==> src/rtl/serial_adder.sv <==
// serial_adder: bit-serial WIDTH-bit adder, LSB first, one bit per clock.
// A three-state FSM (IDLE, RUN, DONE) sequences the operation; the result
// and carry-out are published together only when the last bit is processed.
// Optional feature macro: SERIAL_ADDER_SUB_EN adds a 'sub' input that turns
// the operation into a - b (computed as a + ~b + 1, cout=1 meaning no borrow).
module serial_adder #(
  parameter int WIDTH = 8
) (
  input  logic             clk,
  input  logic             rst_n,
  input  logic             start,
  input  logic [WIDTH-1:0] a,
  input  logic [WIDTH-1:0] b,
  input  logic             cin,
`ifdef SERIAL_ADDER_SUB_EN
  input  logic             sub,
`endif
  output logic             busy,
  output logic             done,
  output logic [WIDTH-1:0] sum,
  output logic             cout
);

  localparam int CW = (WIDTH > 1) ? $clog2(WIDTH) : 1;
  localparam logic [CW-1:0] LAST_BIT = CW'(WIDTH - 1);

  typedef enum logic [1:0] {
    IDLE = 2'd0,
    RUN  = 2'd1,
    DONE = 2'd2
  } state_t;

  state_t           state;
  state_t           state_next;
  logic [CW-1:0]    cnt;
  logic [WIDTH-1:0] a_sh;
  logic [WIDTH-1:0] b_sh;
  logic [WIDTH-1:0] acc;
  logic             carry;
  logic             last;
  logic             capture;
  logic [1:0]       fa;

  // One full-adder cell: returns {carry_out, sum_bit}.
  function automatic logic [1:0] full_add(input logic x, input logic y, input logic c);
    logic s;
    logic co;
    s  = x ^ y ^ c;
    co = (x & y) | (c & (x ^ y));
    return {co, s};
  endfunction

  assign last    = (cnt == LAST_BIT);
  assign capture = start && (state != RUN);
  assign fa      = full_add(a_sh[0], b_sh[0], carry);
  assign busy    = (state == RUN);
  assign done    = (state == DONE);

  // State register with asynchronous clear to IDLE.
  always_ff @(posedge clk or negedge rst_n) begin
    if (!rst_n) begin
      state <= IDLE;
    end else begin
      state <= state_next;
    end
  end

  // Next-state decode; start in RUN is deliberately not looked at.
  always_comb begin
    state_next = state;
    case (state)
      IDLE:    if (start) state_next = RUN;
      RUN:     if (last)  state_next = DONE;
      DONE:    state_next = start ? RUN : IDLE;
      default: state_next = IDLE;
    endcase
  end

  // Datapath: capture operands, shift one bit per RUN cycle, publish on the last bit.
  always_ff @(posedge clk or negedge rst_n) begin
    if (!rst_n) begin
      cnt   <= '0;
      a_sh  <= '0;
      b_sh  <= '0;
      acc   <= '0;
      carry <= 1'b0;
      sum   <= '0;
      cout  <= 1'b0;
    end else if (capture) begin
      cnt  <= '0;
      a_sh <= a;
      acc  <= '0;
`ifdef SERIAL_ADDER_SUB_EN
      b_sh  <= sub ? ~b : b;
      carry <= sub ? 1'b1 : cin;
`else
      b_sh  <= b;
      carry <= cin;
`endif
    end else if (state == RUN) begin
      cnt   <= cnt + 1'b1;
      a_sh  <= a_sh >> 1;
      b_sh  <= b_sh >> 1;
      acc   <= {fa[0], acc[WIDTH-1:1]};
      carry <= fa[1];
      if (last) begin
        sum  <= {fa[0], acc[WIDTH-1:1]};
        cout <= fa[1];
      end
    end
  end

endmodule

==> config.mk <==
export PLATFORM = sky130hd
export DESIGN_NAME = serial_adder
export DESIGN_NICKNAME = d
export VERILOG_FILES = /design/src/rtl/serial_adder.sv
export SDC_FILE = /design/constraint.sdc
export NUM_CORES = 1
export LEC_CHECK = 0
export CORE_MARGIN = 2
export CORE_UTILIZATION = 40
export DETAILED_ROUTE_END_ITERATION = 12
export PLACE_DENSITY_LB_ADDON = 0.05
export REMOVE_ABC_BUFFERS = 1
export SYNTH_ARGS = -nofsm -noshare
export SYNTH_HDL_FRONTEND = slang
export SYNTH_SLANG_ARGS = --single-unit
==> constraint.sdc <==
create_clock -name clk -period 2.4 [get_ports clk]
set_input_delay 0.48 -clock clk [delete_from_list [all_inputs] [get_ports clk]]
set_output_delay 0.48 -clock clk [all_outputs]
set_load 0.01 [all_outputs]
Yosys cells after proc, flatten, opt, wreduce, memory -nomap -nowiden

Index checks and enable logic that the tools add are counted.

Muxes and demuxes: 14
Bitwise gates (word level): 6
Reduce and logical (&&, ||, !) cells: 5
Add/subtract/negate cells: 1
Eq/ne operators: 6

Operator list:

| cell                  | number |
|---|---|
| $mux W8               | 6 |
| $mux W3               | 2 |
| $pmux W2 S3           | 1 |
| $mux W2               | 2 |
| $ne A2 B1 Y1 const B  | 2 |
| $add A3 B1 Y3 const B | 1 |
| $eq A3 B3 Y1 const B  | 1 |
| $mux W1               | 3 |
| $reduce_and A3 Y1     | 1 |
| $and A1 B1 Y1         | 2 |
| $eq A2 B1 Y1 const B  | 1 |
| $eq A2 B2 Y1 const B  | 1 |
| $logic_not A2 Y1      | 1 |
| $ne A2 B2 Y1 const B  | 1 |
| $reduce_and A2 Y1     | 1 |
| $reduce_bool A2 Y1    | 1 |
| $xor A1 B1 Y1         | 2 |
| $logic_and A1 B1 Y1   | 1 |
| $not A1 Y1            | 1 |
| $or A1 B1 Y1          | 1 |

Logic and storage cells: 40
Bits of input ports: 20
Bits in registers: 39

Logic depth before layout (Yosys ltp)

Depth after elaboration: 5
Depth in mapped cells: 5

Worst setup path before layout

No wires, ideal clock.

Kind: reg2reg
Start point: register cnt[0]
End point: register cout
Buffers on the path: 1
Stages on the path, launching flop included: 6
Slack: 0.922 ns
Data arrival time: 1.353 ns
Data required time: 2.275 ns
Library setup time: 0.125 ns
Path through: dfrtp_1 > ha_1 > ha_1 > nand3b_1 > buf_2 > mux2_2

Cells in the longest elaborated chain, start to end: 2

Ends and longest elaborated chain:

| what                               | line | source |
|---|---|---|
| from (decl)                        | 35   | `logic [CW-1:0] cnt;` |
| from (signal assigned)             | 101  | `cnt <= cnt + 1'b1;` |
| $eq A3 B3 Y1                       | 53   | `assign last = (cnt == LAST_BIT);` |
| $reduce_and A3 Y1 (no source line) | --   |  |
| to (signal assigned)               | 108  | `cout <= fa[1];` |
| to (decl)                          | 21   | `output logic cout` |

No other way between the ends.
A chain may end at the register's enable or synchronous reset.

Worst setup path after layout

Start point: register state[1]
End point: output port busy

Cells in the longest elaborated chain, start to end: 1

Ends and longest elaborated chain:

| what                   | line | source |
|---|---|---|
| from (decl)            | 33   | `state_t state;` |
| from (signal assigned) | 64   | `state <= state_next;` |
| $eq A2 B1 Y1           | 56   | `assign busy = (state == RUN);` |
| to (decl)              | 18   | `output logic busy,` |

No other way between the ends.

==> metrics.txt <==
starting density of the core=41.52%; critical path data required time=1.92 ns; Max Fanout on Critical Path=3; Slew Limit Fails=0; PwrDens=1212 nW/µm²; post_cts resized=0; drc violations=0; DP HPWL=1869 µm; Avg Cell Area, Syn=15.22 µm²; register area share after synthesis=52.96%; CTS Hold Bufs=0; reg2reg path depth=4; first-pass GRT wire length=4919 µm; Synth warnings=0; CTS Buf Count=5; final net count=173; RSZ-0062 raised after global routing=no; initial DRC count=43; Final Instance Count excl. Fillers=203; filler instances=390; clock share of power=24.0%; WS Path Type=reg2out; Final Cycle Share=82.03%; # IOs=31; post-CTS setup repair buffer count=0; setup TNS=0 ns; CTS Sinks=38; run status=finished clean; clk slew on worst S/H paths=0.07 ns; final WL=2857 µm; Combinational Power Share=37.0%; clk root buf=clkbuf_8; placed cell count=195; total core area=4324 µm²; Final Hold Slack=0.2869 ns; routed vias=976; Chip Width=71.00 µm; largest net degree at the start of global routing=39; slew margin rel.=45.63%; Worst R2R End=sum[3]; vias per inst=4.808; DRT Pass-1 Iters=3; Worst Setup Start Kind=flop; post-layout min period=1.969 ns; Critical Path End Type=output port; antenna viol nets, final=0; die area=5040 µm²; share of layout cells above drive strength 1=39.07%; CP Cell Sequence=nand2b_1 -> inv_1 -> clkdlybuf4s50_1; Sw Ratio=26.20%; internal power=2.019 mW; IR drop worst, VDD=559.5 µV; I/O Buffers=30; antenna diode count=0; Tot GR Track Use=12.55%; Die Span Y=71.00 µm; Worst R2R Start=cnt[0]; worst hold-check path type=in2async; Seq cells post-synth=38; crit path DAT=1.49 ns; Synth cell types=15; sw power=717.0 µW; Post-Syn Area=1795 µm²; GRT Residual Overflow=0; Slowest-stage cell, CP=clkdlybuf4s50_1; Max Buffers Root-to-Sink=2; final setup fails=0; row cnt=24; CP Buf/Inv Count=2; CP delay by family, top=buffers and inverters; CTS tree=yes; Leakage=1.049 nW; Worst Max-Slew Pin Slew=0.8156 ns; vias in the first global route=1043; area grow syn2layout=25.71%; H-tree lvl count=2; Worst-Skew Late Latency=0.28 ns; initial antenna violation count=0; FF-to-FF setup slack=0.69 ns; Reg area=950.9 µm²; worst clock skew=0.004194 ns; area of the multi-input gates=764.5 µm²; max incr delay on CP=0.54 ns; final weighted congestion in routability-driven placement=0.7000; Syn Inst Count=118; Max Clock Freq=508.0 MHz; sequential share of power=38.9%; DR WL/cell=14.07 µm; total of max-cap violations=0; Final Hold Fails=0
logic make-up (layout without fill, tap and decap cells):
| logic type | after synthesis | after routing | synth area share [%] |
|---|---|---|---|
| compound gates | 1 | 1 | 0.3487 |
| fa+ha+maj | 3 | 3 | 2.509 |
| buf+inv | 10 | 43 | 4.460 |
| flops | 38 | 38 | 52.96 |
| mux | 51 | 51 | 34.70 |
| simple gates | 15 | 15 | 5.018 |
power by group through the flow:
| stage | registers (mW) | clock network [mW] | logic (mW) |
|---|---|---|---|
| after floorplan | 1.07 | 0 | 0.688 |
| after global placement | 1.07 | 0 | 0.999 |
| after detailed placement | 1.08 | 0 | 1.03 |
| after CTS | 1.07 | 0.685 | 1.03 |
| after global routing | 1.10 | 0.716 | 1.11 |
| final | 1.07 | 0.658 | 1.01 |
per-stage QoR:
step / power, mW / utilization (%) / cell area [µm²] / worst slack [ns]
global placement: 2.066 / 48.90 / 2115 / 0.4697
CTS: 2.788 / 52.20 / 2257 / 0.4035
global route: 2.928 / 52.20 / 2257 / 0.3522
finish: 2.736 / 52.20 / 2257 / 0.4314
detailed placement: 2.105 / 48.90 / 2115 / 0.4487
floorplan: 1.761 / - / 1727 / 0.5547
placed cells by master (no fill, tap or decap), types with 2 or more instances in the layout:
cell / n
bufinv_16: 2
clkbuf_8: 6
clkdlybuf4s50_1: 29
dfrtp_1: 38
ha_1: 2
inv_1: 3
mux2_2: 34
mux2_4: 14
mux2i_1: 3
nand2b_1: 2
nor2_1: 2
nor2b_1: 10
cell type report:
| cell class | instances | area share, % |
|---|---|---|
| multi-input cells | 70 | 33.87 |
| well taps | 52 | 2.882 |
| clock inverters | 2 | 2.661 |
| clock buffers | 6 | 3.659 |
| inverters | 3 | 0.4989 |
| flip-flops and latches | 38 | 42.13 |
| repair buffers | 32 | 14.30 |
Yosys cell counts, drive strengths merged:
library cell | instances | area (µm²)
ha | 2 | 25.02
inv | 3 | 11.26
nand2b | 2 | 12.51
nand3b | 1 | 7.510
mux2 | 48 | 593.1
nor2 | 2 | 7.510
dfrtp | 38 | 950.9
buf | 7 | 68.81
o22ai | 1 | 6.260
fa | 1 | 20.02
mux2i | 3 | 30.03
nor2b | 10 | 62.56
flip-flops by register name, summed over array words and instances, names as in the netlist:
register / flops
sum: 8
state: 2
cnt: 3
b_sh: 8
a_sh: 8
acc: 7
cout: 1
carry: 1
how the worst max path moves through the flow:
stage / startpoint / endpoint / depth (start not counted) / slack [ns]
floorplan: state[0] / busy / 2 / 0.55
global placement: start / a_sh[0] / 4 / 0.47
detailed placement: start / a_sh[0] / 4 / 0.45
CTS: state[1] / busy / 3 / 0.40
global route: state[1] / busy / 3 / 0.35
finish: state[1] / busy / 3 / 0.43
routing by layer:
layer | GRT usage [%] | wire, µm
met1 | 16.17 | 1321
met2 | 19.63 | 1362
met3 | 4.131 | 144
met4 | 5.031 | 29
met5 | 0 | 0
(Power assumes the default switching activity.)
